### config.mk
export PLATFORM = sky130hd
export DESIGN_NAME = imem_loader_flat
export DESIGN_NICKNAME = d
export VERILOG_FILES = /design/src/rtl/imem_loader_pkg.sv /design/src/rtl/imem_loader_if.sv /design/src/rtl/imem_loader_byte_packer.sv /design/src/rtl/imem_loader.sv /design/src/flat_wrapper.sv
export SDC_FILE = /design/constraint.sdc
export NUM_CORES = 1
export LEC_CHECK = 0
export CAP_MARGIN = 5
export CORE_ASPECT_RATIO = 0.8
export CORE_MARGIN = 5
export CORE_UTILIZATION = 44
export DETAILED_ROUTE_END_ITERATION = 7
export PLACE_DENSITY = 0.76
export SLEW_MARGIN = 20
export SYNTH_ARGS = -nofsm -noshare
export SYNTH_HDL_FRONTEND = slang
export SYNTH_SLANG_ARGS = --single-unit
### constraint.sdc
create_clock -name clk -period 2.8 [get_ports clk]
set_clock_uncertainty 0.1 [all_clocks]
set_input_delay 0.56 -clock clk [delete_from_list [all_inputs] [get_ports clk]]
set_output_delay 0.56 -clock clk [all_outputs]
set_load 0.01 [all_outputs]
### src/rtl/imem_loader_pkg.sv
// Shared types and constants for the instruction-memory loader.
package imem_pkg;
  localparam int IMEM_DEPTH = 128;
  localparam int IMEM_DW    = 32;
  localparam int IMEM_AW    = $clog2(IMEM_DEPTH);
  localparam logic [5:0] HALT_OP = 6'b111000;

  typedef enum logic [2:0] {
    ST_IDLE,
    ST_HDR,
    ST_DATA,
    ST_WRITE,
    ST_DONE,
    ST_ERR
  } state_t;

  typedef struct packed {
    logic [31:0] addr;
    logic [31:0] data;
  } wr_t;

  // Header is a word count: 1..depth words are loadable.
  function automatic logic hdr_ok(input logic [7:0] n, input int depth);
    return (n != 8'd0) && (int'(n) <= depth);
  endfunction
endpackage

### src/rtl/imem_loader_if.sv
// Byte stream in, instruction-memory write port out.
interface imem_loader_if;
  logic        in_valid;
  logic [7:0]  in_data;
  logic        in_ready;
  logic        mem_we;
  logic [31:0] mem_addr;
  logic [31:0] mem_wdata;

  modport master (output in_valid, in_data, input in_ready, mem_we, mem_addr, mem_wdata);
  modport slave  (input in_valid, in_data, output in_ready, mem_we, mem_addr, mem_wdata);
endinterface

### src/rtl/imem_loader_byte_packer.sv
// Packs accepted bytes MSB-first into a 32-bit word; flags the 4th byte.
module byte_packer
  import imem_pkg::*;
(
  input  logic               clk,
  input  logic               rst_n,
  input  logic               clr,
  input  logic               shift,
  input  logic [7:0]         din,
  output logic [IMEM_DW-1:0] word,
  output logic               word_valid
);
  logic [1:0] idx;

  always_ff @(posedge clk) begin
    if (!rst_n) begin
      word <= '0;
      idx  <= '0;
    end else if (clr) begin
      idx  <= '0;
    end else if (shift) begin
      word <= {word[IMEM_DW-9:0], din};
      idx  <= idx + 2'd1;
    end
  end

  // Combinational so the FSM can enter WRITE on the same edge that takes byte 4;
  // idx wraps to 0 on that edge, ready for the next word.
  assign word_valid = shift && (idx == 2'd3);
endmodule

### src/rtl/imem_loader.sv
// Loads a length-prefixed byte stream into instruction memory, one word per write.
module imem_loader
  import imem_pkg::*;
#(
  parameter int DEPTH = IMEM_DEPTH,
  parameter int AW    = $clog2(DEPTH)
) (
  input  logic          clk,
  input  logic          rsta_n,
  input  logic          start,
  imem_loader_if.slave  bus,
  output logic          busy,
  output logic          done,
  output logic          err,
  output logic [AW:0]   word_cnt
);
  state_t              state, state_nxt;
  logic [AW-1:0]       addr;
  logic [AW:0]         n_words;
  logic [AW:0]         cnt_inc;
  logic                xfer, hdr_acc, wr_last;
  logic [IMEM_DW-1:0]  word;
  logic                word_valid;

  assign xfer    = bus.in_valid && bus.in_ready;
  assign hdr_acc = (state == ST_HDR) && xfer && hdr_ok(bus.in_data, DEPTH);
  assign cnt_inc = word_cnt + {{AW{1'b0}}, 1'b1};
  assign wr_last = (cnt_inc == n_words);

  byte_packer u_pack (
    .clk        (clk),
    .rst_n      (rsta_n),
    .clr        (hdr_acc),
    .shift      (xfer && (state == ST_DATA)),
    .din        (bus.in_data),
    .word       (word),
    .word_valid (word_valid)
  );

  always_ff @(posedge clk) begin
    if (!rsta_n) state <= ST_IDLE;
    else         state <= state_nxt;
  end

  always_comb begin
    state_nxt = state;
    case (state)
      ST_IDLE:  if (start) state_nxt = ST_HDR;
      ST_HDR:   if (xfer) state_nxt = hdr_acc ? ST_DATA : ST_ERR;
      ST_DATA:  if (word_valid) state_nxt = ST_WRITE;
      ST_WRITE: state_nxt = wr_last ? ST_DONE : ST_DATA;
      ST_DONE:  if (start) state_nxt = ST_HDR;
      ST_ERR:   if (start) state_nxt = ST_HDR;
      default:  state_nxt = ST_IDLE;
    endcase
  end

  always_ff @(posedge clk) begin
    if (!rsta_n) begin
      addr     <= '0;
      word_cnt <= '0;
      n_words  <= '0;
    end else if (hdr_acc) begin
      addr     <= '0;
      word_cnt <= '0;
      n_words  <= (AW+1)'(bus.in_data);
    end else if (state == ST_WRITE) begin
      word_cnt <= cnt_inc;
      // Stop at the last word so a full-depth load leaves addr at DEPTH-1.
      if (!wr_last) addr <= addr + {{(AW-1){1'b0}}, 1'b1};
    end
  end

  always_comb begin
    bus.in_ready  = (state == ST_HDR) || (state == ST_DATA);
    bus.mem_we    = (state == ST_WRITE);
    bus.mem_addr  = {{(32-AW){1'b0}}, addr};
    bus.mem_wdata = word;
    busy          = (state == ST_HDR) || (state == ST_DATA) || (state == ST_WRITE);
    done          = (state == ST_DONE);
    err           = (state == ST_ERR);
  end
endmodule

### src/flat_wrapper.sv
// flat-port wrapper written by rule: the top's interface ports become plain ports
module imem_loader_flat import imem_pkg::*;
#(
  parameter int DEPTH = IMEM_DEPTH,
  parameter int AW    = $clog2(DEPTH)
)
  (clk, rsta_n, start, busy, done, err, word_cnt, bus_in_valid, bus_in_data, bus_in_ready, bus_mem_we, bus_mem_addr, bus_mem_wdata);
  imem_loader_if bus_i ();
  input  logic clk;
  input  logic rsta_n;
  input  logic start;
  output logic busy;
  output logic done;
  output logic err;
  output logic [AW:0] word_cnt;
  input wire logic [$bits(bus_i.in_valid)-1:0] bus_in_valid;
  input wire logic [$bits(bus_i.in_data)-1:0] bus_in_data;
  output wire logic [$bits(bus_i.in_ready)-1:0] bus_in_ready;
  output wire logic [$bits(bus_i.mem_we)-1:0] bus_mem_we;
  output wire logic [$bits(bus_i.mem_addr)-1:0] bus_mem_addr;
  output wire logic [$bits(bus_i.mem_wdata)-1:0] bus_mem_wdata;
  assign bus_i.in_valid = bus_in_valid;
  assign bus_i.in_data = bus_in_data;
  assign bus_in_ready = bus_i.in_ready;
  assign bus_mem_we = bus_i.mem_we;
  assign bus_mem_addr = bus_i.mem_addr;
  assign bus_mem_wdata = bus_i.mem_wdata;
  imem_loader #(.DEPTH(DEPTH), .AW(AW)) u_core (.clk(clk), .rsta_n(rsta_n), .start(start), .bus(bus_i), .busy(busy), .done(done), .err(err), .word_cnt(word_cnt));
endmodule
-- Yosys cells after proc, flatten, opt, wreduce, memory -nomap -nowiden
Cells that the tools add are included.
- bits in registers: 60
- bits of input ports: 12
- output and inout bits: 77
- word-level logic and storage cells: 44
- add/subtract/negate cells: 3
- order comparisons: 1
- eq/ne operators: 10
- mux-type cells: 6
- bitwise logic cells: 3
- reductions and logical operators: 15
- operators with widths (cell ; count):
    $mux W3 ; 5
    $pmux W3 S4 ; 1
    $add A8 B1 Y8 const B ; 1
    $eq A8 B8 Y1 ; 1
    $le A8 B8 Y1 const B ; 1
    $reduce_bool A8 Y1 ; 1
    $add A7 B1 Y7 const B ; 1
    $eq A3 B2 Y1 const B ; 2
    $eq A3 B3 Y1 const B ; 2
    $logic_and A1 B1 Y1 ; 6
    $ne A2 B1 Y1 const B ; 2
    $reduce_and A2 Y1 ; 2
    $eq A3 B1 Y1 const B ; 1
    $logic_not A3 Y1 ; 1
    $not A1 Y1 ; 3
    $reduce_and A3 Y1 ; 1
    $reduce_or A3 Y1 ; 1
    $add A2 B1 Y2 const B ; 1
    $eq A2 B2 Y1 const B ; 1
    $logic_or A1 B1 Y1 ; 2
    $ne A2 B2 Y1 const B ; 1
    $reduce_or A2 Y1 ; 1

-- Depth between registers and ports, before layout
Gate-level depths: netlist of run 1.
- word-level depth: 8
- mapped depth: 9
- depth with buffers taken out: 7

-- Hierarchy
Synthesis of run 1 repeated with hierarchy kept, for this count alone.
- cells, all modules: 331
- area, all modules: 3051.7 µm²
- modules (own cells, without submodules) (module ; times used ; cells an instance ; area an instance (µm²) ; sequential area each (µm²)):
    imem_loader ; 1 ; 209 ; 1745.4 ; 520.5
    byte_packer ; 1 ; 122 ; 1306.3 ; 680.7

-- Worst setup path before layout of run 1
OpenSTA, ideal clock, no wires.
- kind: reg-to-reg
- start: reg u_core.word_cnt[0]
- end: reg u_core.state[2]
- library setup time: 0.060 ns
- data arrival time: 2.147 ns
- data required time: 2.640 ns
- slack: 0.493 ns
- stages on the path, launching flop included: 9
- path buffers: 1
- path through: dfxtp_1 ha_1 and2b_1 a31oi_1 a2111o_1 nor4_4 buf_6 o2bb2ai_1 and3_1
- word-level cells in the longest chain between the ends: 4
- RTL lines (what ; RTL line ; text):
    start, declared ; imem_loader.sv:15 ; output logic [AW:0] word_cnt
    start signal, assigned ; imem_loader.sv:68 ; word_cnt <= cnt_inc;
    $add A8 B1 Y8 ; imem_loader.sv:27 ; assign cnt_inc = word_cnt + {{AW{1'b0}}, 1'b1};
    $eq A8 B8 Y1 ; imem_loader.sv:28 ; assign wr_last = (cnt_inc == n_words);
    $mux W3 ; imem_loader.sv:51 ; ST_WRITE: state_nxt = wr_last ? ST_DONE : ST_DATA;
    $pmux W3 S4 ; imem_loader.sv:47 ; case (state)
    end signal, assigned ; imem_loader.sv:42 ; else state <= state_nxt;
    end, declared ; imem_loader.sv:17 ; state_t state, state_nxt;
No other way between the ends.
A chain may end at the register's enable or synchronous reset.

-- Worst setup path in the final report of run 1
- start: reg u_core.state[1]
- end: out bus_mem_we
- word-level cells in the longest chain between the ends: 1
- RTL lines (what ; RTL line ; text):
    $eq A3 B2 Y1 ; imem_loader.sv:76 ; bus.mem_we = (state == ST_WRITE);
    end, declared ; flat_wrapper.sv:19 ; output wire logic [$bits(bus_i.mem_we)-1:0] bus_mem_we;
No other way between the ends.

==> flow_summary.toml, run 1 <==
[finish]
num_antenna_cells = 0
areaGrowthSynthToFinish_pct = 28.23
postLayoutCellArea_um2 = 3751
layout.nets = 436
drive_gt1_frac = 0.07981

[critical_path]
start_kind = "flop"
crit_type = "reg2out"
r2r_slack_ps = 320
critPathArrivalTime_ps = 1900
worstSetupEndpointType = "primary output"
cp_max_fo = 10
r2r_start = "u_core.word_cnt[0]$_SDFFE_PP0P_"
cp-startpoint = "u_core.state[1]$_SDFFE_PN0P_"
worst_ep_required_time_ps = 2140

[placement]
dpl.hpwl_um = 4900
gp_congestion = 0.8542
dpl_cell_area_um2 = 3547
place.port_buffers = 63
pre_cts_ws_ps = 51.17

[route]
drt-met1-wl_um = 3061
vias_per_cell = 4.929
routed_wl_um = 6616
drtIter0Drc = 127
wl_per_cell_um = 12.97
drc = 0
vias = 2514
dr.max_layer_used = "met4"
detail-route-antenna-nets = 0
wl_met2_um = 3075
met3_length_um = 362
drtPass1Iterations = 4

[floorplan]
initial_core_util = 0.4542
die_area_um2 = 8389
ios = 89
core_um2 = 6441
die_x_um = 101.2
rows = 26
die_h_um = 82.93

[yosys]
avgSynthCellArea_um2 = 8.240
synth_top_area_cell = "dfxtp_1"
synth_top_area_share = 0.4106
synth_cell_types = 43
seq_area_frac_synth = 0.4106
synthArstFlopShare = 0
syn_inst = 355
yosys_warnings = 0
synth_edf_count = 0
syn_area_um2 = 2925
yosys-top-cells-area = "dfxtp_1 (41%), nand2_1 (12%), a21boi_0 (11%)"
synth_seq_cells = 60
ys.flop_type = "dfxtp_1"

[sta]
slew_headroom = 0.6527
grt_setup_unrepaired = "no"
finalWorstSetupSlack_ps = 235.7
hold_viol_final = 0
fmax_mhz = 390.0
setup_tns_ps = 0
period_needed_ps = 2564
final-max-slew-violation-count = 0
period_share = 0.9158
worst_pin_slew_ps = 517.1
finalSetupViolCount = 0

[global_routing]
grt_max_degree = 34
grt_pass1_vias = 2397
antenna_found_initial = 0
grt_first_pass_wirelength_um = 11400
grt_usage = 0.1672
grt_overflow = 0

[clock_network]
post_cts_buffers = 0
cts_buffer_depth = 2
cts_buffers = 9
holdBufCountCts = 0
cts.clk_slew.worst_paths_ps = 70
cts_tree = "done"
cts.repair.resized = 0
htreeDepth = 3
cts_root_buffer = "clkbuf_8"
insertion_delay_ps = 320
cts.sinks = 60

[worst_hold_path]
hp-start = "u_core.u_pack.word[28]$_SDFFE_PN0P_"
hold_class = "reg2reg"

[flow_run]
drv_cap = 0

[pwr]
p_leak_nw = 1.337
p_per_area_nw_per_um2 = 478.4
ir_worst_vdd_uv = 279.5

[status]
status = "finished, final reports clean"
## cell usage in the layout (no fill, tap or decap), types with 4 or more instances in the layout
master,netlist,final
clkbuf_8,2,11
a31oi_1,4,4
nor3_1,5,5
o21ai_0,9,9
nor2_1,16,16
a21boi_0,41,41
xnor2_1,8,8
nand2_1,91,91
xor2_1,8,8
a21oi_1,12,12
nand4_1,5,5
inv_1,4,4
nand3_1,7,7
clkdlybuf4s50_1,0,63
conb_1,1,25
or3_1,6,6
buf_4,26,11
dfxtp_1,60,59
## layout make-up
type / count / area, um2
clock buffers: 12 / 155.1
clock inverters: 4 / 47.55
fillers: 603 / 2690
inverters: 4 / 15.01
multi-input cells: 271 / 1493
flip-flops and latches: 60 / 1202
well taps: 84 / 105.1
repair buffers: 75 / 733.2
## worst paths after layout
kind                                         end  depth (start not counted)
min          u_core.u_pack.word[28]$_SDFFE_PN0P_                          2
min reg2reg  u_core.u_pack.word[28]$_SDFFE_PN0P_                          2
max                                   bus_mem_we                          4
max reg2reg         u_core.state[2]$_SDFFE_PN0P_                          8
## cells in the mapped netlist, types with 3 or more instances
| master | instances |
|---|---|
| buf_4 | 26 |
| a31oi_1 | 4 |
| nor2b_1 | 3 |
| xor2_1 | 8 |
| nor3_1 | 5 |
| buf_6 | 3 |
| or3_1 | 6 |
| and3_1 | 3 |
| nand3_1 | 7 |
| a21boi_0 | 41 |
| xnor2_1 | 8 |
| o21ai_0 | 9 |
| clkbuf_1 | 12 |
| nand2_1 | 91 |
| inv_1 | 4 |
| nor2_1 | 16 |
| a21oi_1 | 12 |
| ha_1 | 3 |
| nand4_1 | 5 |
| dfxtp_1 | 60 |
## where the power goes
group	switching, W	leakage, nW	internal (W)
registers	0.0000110	0.484	0.000862
logic	0.0000795	0.750	0.0000640
clock network	0.000321	0.102	0.000457
## worst max-delay path, cell delays in order, from the launching register on
cell and delay [ps]:
dfxtp_2 430, and2b_1 240, nand2_1 210, inv_1 150, clkdlybuf4s50_1 540
## registers in the layout, indices dropped and copies added (netlist names)
register	count
u_core.u_pack.word	32
u_core.n_words	8
u_core.u_pack.idx	2
u_core.word_cnt	8
u_core.state	3
u_core.addr	7
## per-layer routing
metal / GRT usage / vias to the layer above
met3: 0.05444 / 8
met5: 0 / -
met4: 0.04831 / 0
met2: 0.2565 / 59
met1: 0.2232 / 1171
li1: - / 1276
## logic make-up (layout without fill, tap and decap cells)
group | after synthesis | after routing | synth area share
DFF | 60 | 60 | 0.4106
buffers and inverters | 48 | 95 | 0.1099
xor gates and xnor gates | 16 | 16 | 0.04791
and+or+nand+nor | 149 | 149 | 0.2327
other | 1 | 25 | 0.001282
adders and majority gates | 3 | 3 | 0.01283
AOI/OAI and AO/OA | 78 | 78 | 0.1848
## through the flow
step | cells | power, W | hold slack (ps) | util
floorplan | 379 | 0.001003 | 340.0 | -
global placement | 494 | 0.001032 | 347.5 | 0.5507
detailed placement | 494 | 0.001033 | 355.4 | 0.5507
CTS | 510 | 0.001810 | 364.1 | 0.5822
global route | 510 | 0.001873 | 384.0 | 0.5824
finish | 510 | 0.001795 | 359.8 | 0.5824
Power figures use the tool's default switching activity.
==> run 2: changes to the inputs <==
--- a/config.mk
+++ b/config.mk
@@ -6,11 +6,12 @@
 export NUM_CORES = 1
 export LEC_CHECK = 0
 export CAP_MARGIN = 5
-export CORE_ASPECT_RATIO = 0.8
+export CORE_ASPECT_RATIO = 0.75
 export CORE_MARGIN = 5
 export CORE_UTILIZATION = 44
 export DETAILED_ROUTE_END_ITERATION = 7
 export PLACE_DENSITY = 0.76
+export REMOVE_ABC_BUFFERS = 1
 export SLEW_MARGIN = 20
 export SYNTH_ARGS = -nofsm -noshare
 export SYNTH_HDL_FRONTEND = slang
==> flow_summary.toml, run 2 (synthesized netlist as in run 1, its figures left out) <==
[sta]
slew_headroom = 0.6425
grt_setup_unrepaired = "no"
hold_viol_final = 0
setup_tns_ps = 0
worst_pin_slew_ps = 532.2
period_needed_ps = 2537
final-max-slew-violation-count = 0
fmax_mhz = 394.1
finalSetupViolCount = 0
finalWorstSetupSlack_ps = 262.7
period_share = 0.9062

[worst_hold_path]
hold_depth = 2
hold_class = "reg2reg"
hp-start = "u_core.u_pack.word[26]$_SDFFE_PN0P_"
hold_path_end = "u_core.u_pack.word[26]$_SDFFE_PN0P_"

[route]
vias = 2504
drc = 0
routed_wl_um = 6602
wl_per_cell_um = 13.02
drtIter0Drc = 120
vias_per_cell = 4.939
detail-route-antenna-nets = 0
drtPass1Iterations = 4

[flow_run]
drv_cap = 0

[critical_path]
start_kind = "flop"
crit_type = "reg2out"
crit_slowest_cell = "clkdlybuf4s50_1"
worstSetupEndpointType = "primary output"
worstRegToRegCells = 8
worst_ep_required_time_ps = 2140
cp_cell_sequence = "and2b_1 > nand2_1 > inv_1 > clkdlybuf4s50_1"
r2r_start = "u_core.word_cnt[1]$_SDFFE_PP0P_"
r2r_end = "u_core.state[2]$_SDFFE_PN0P_"
critPathArrivalTime_ps = 1880
crit_path_max_incr_delay_ps = 550
r2r_slack_ps = 280
cp_max_fo = 10

[floorplan]
die_x_um = 104.2
die_area_um2 = 8396
rows = 25
core_um2 = 6381
initial_core_util = 0.4584
ios = 89
die_h_um = 80.62

[global_routing]
grt_max_degree = 37
grt_usage = 0.1635
antenna_found_initial = 0
grt_overflow = 0
grt_pass1_vias = 2444
grt_first_pass_wirelength_um = 11210

[finish]
layout_common_cells = "nand2_1 (91), clkdlybuf4s50_1 (63), dfxtp_1 (60)"
top_regs = "u_core.u_pack.word: 32 flops, u_core.n_words: 8 flops, u_core.word_cnt: 8 flops"
largest_reg_flops = 32
layout.nets = 436
num_antenna_cells = 0
regMostFlops = "u_core.u_pack.word"
postLayoutCoreUtil = 0.5871
final_common_cell = "nand2_1"
drive_gt1_frac = 0.07746
areaGrowthSynthToFinish_pct = 28.06

[placement]
place.port_buffers = 63
gp_congestion = 0.8495
pre_cts_ws_ps = 52.65
dpl.hpwl_um = 4836

[clock_network]
insertion_delay_ps = 340
holdBufCountCts = 0
cts_root_buffer = "clkbuf_8"
cts_buffers = 9
cts.repair.resized = 0
post_cts_buffers = 0
cts.clk_slew.worst_paths_ps = 70
cts_buffer_depth = 2
htreeDepth = 3
cts.sinks = 60
cts_tree = "done"

[pwr]
power_w = 0.001799
p_per_area_nw_per_um2 = 480.1
ir_worst_vdd_uv = 360.0
p_leak_nw = 1.335

[status]
status = "finished, final reports clean"
[run 2: cell counts in the layout (fill, tap and decap cells not counted)]
Identical to the previous run, type by type.
[run 2: power breakdown]
group | total [W] | switching, W | internal, W
Clock | 0.000783 | 0.000327 | 0.000456
Sequential | 0.000873 | 0.0000109 | 0.000862
Combinational | 0.000143 | 0.0000792 | 0.0000634
Total | 0.00180 | 0.000417 | 0.00138
[run 2: final cells by class]
cell class	instances	area (um2)
well taps	81	101.3
clock buffers	12	155.1
inverters	4	15.01
multi-input cells	271	1493
clock inverters	4	47.55
flip-flops and latches	60	1201
repair buffers	75	733.2
fillers	610	2635
[run 2: how the worst max path moves through the flow]
stage / start / to / slack (ps) / cells past startpoint
finish: u_core.state[1]$_SDFFE_PN0P_ / bus_mem_we / 260 / 4
global route: u_core.word_cnt[1]$_SDFFE_PP0P_ / u_core.state[2]$_SDFFE_PN0P_ / 3 / 8
CTS: u_core.state[1]$_SDFFE_PN0P_ / bus_mem_we / 250 / 4
detailed placement: bus_in_data[6] / u_core.state[2]$_SDFFE_PN0P_ / 50 / 7
global placement: bus_in_data[6] / u_core.state[2]$_SDFFE_PN0P_ / 80 / 7
floorplan: u_core.word_cnt[0]$_SDFFE_PP0P_ / u_core.addr[4]$_SDFFE_PP0P_ / 410 / 7
[run 2: per-stage QoR]
step / cells / hold slack [ps] / area [um2]
detailed placement: 491 / 356.5 / 3543
global route: 507 / 394.4 / 3746
floorplan: 335 / 340.0 / 2709
global placement: 491 / 346.8 / 3543
CTS: 507 / 366.1 / 3746
finish: 507 / 360.6 / 3746
[run 2: routing by layer]
metal  part of all wire  global-route usage  wire (um)  up-vias
met5                  0                   0          0        -
met4              0.018             0.06598        116        0
met3              0.055             0.06185        363       12
met2               0.45              0.2646       2977       63
met1               0.48              0.1969       3144     1152
li1                   -                   -          -     1277
[run 2: critical path: cells and delay by family (launching register included)]
kind | cells | cell delay, ps
flops | 1 | 510
buf+inv | 2 | 650
simple gates | 2 | 370
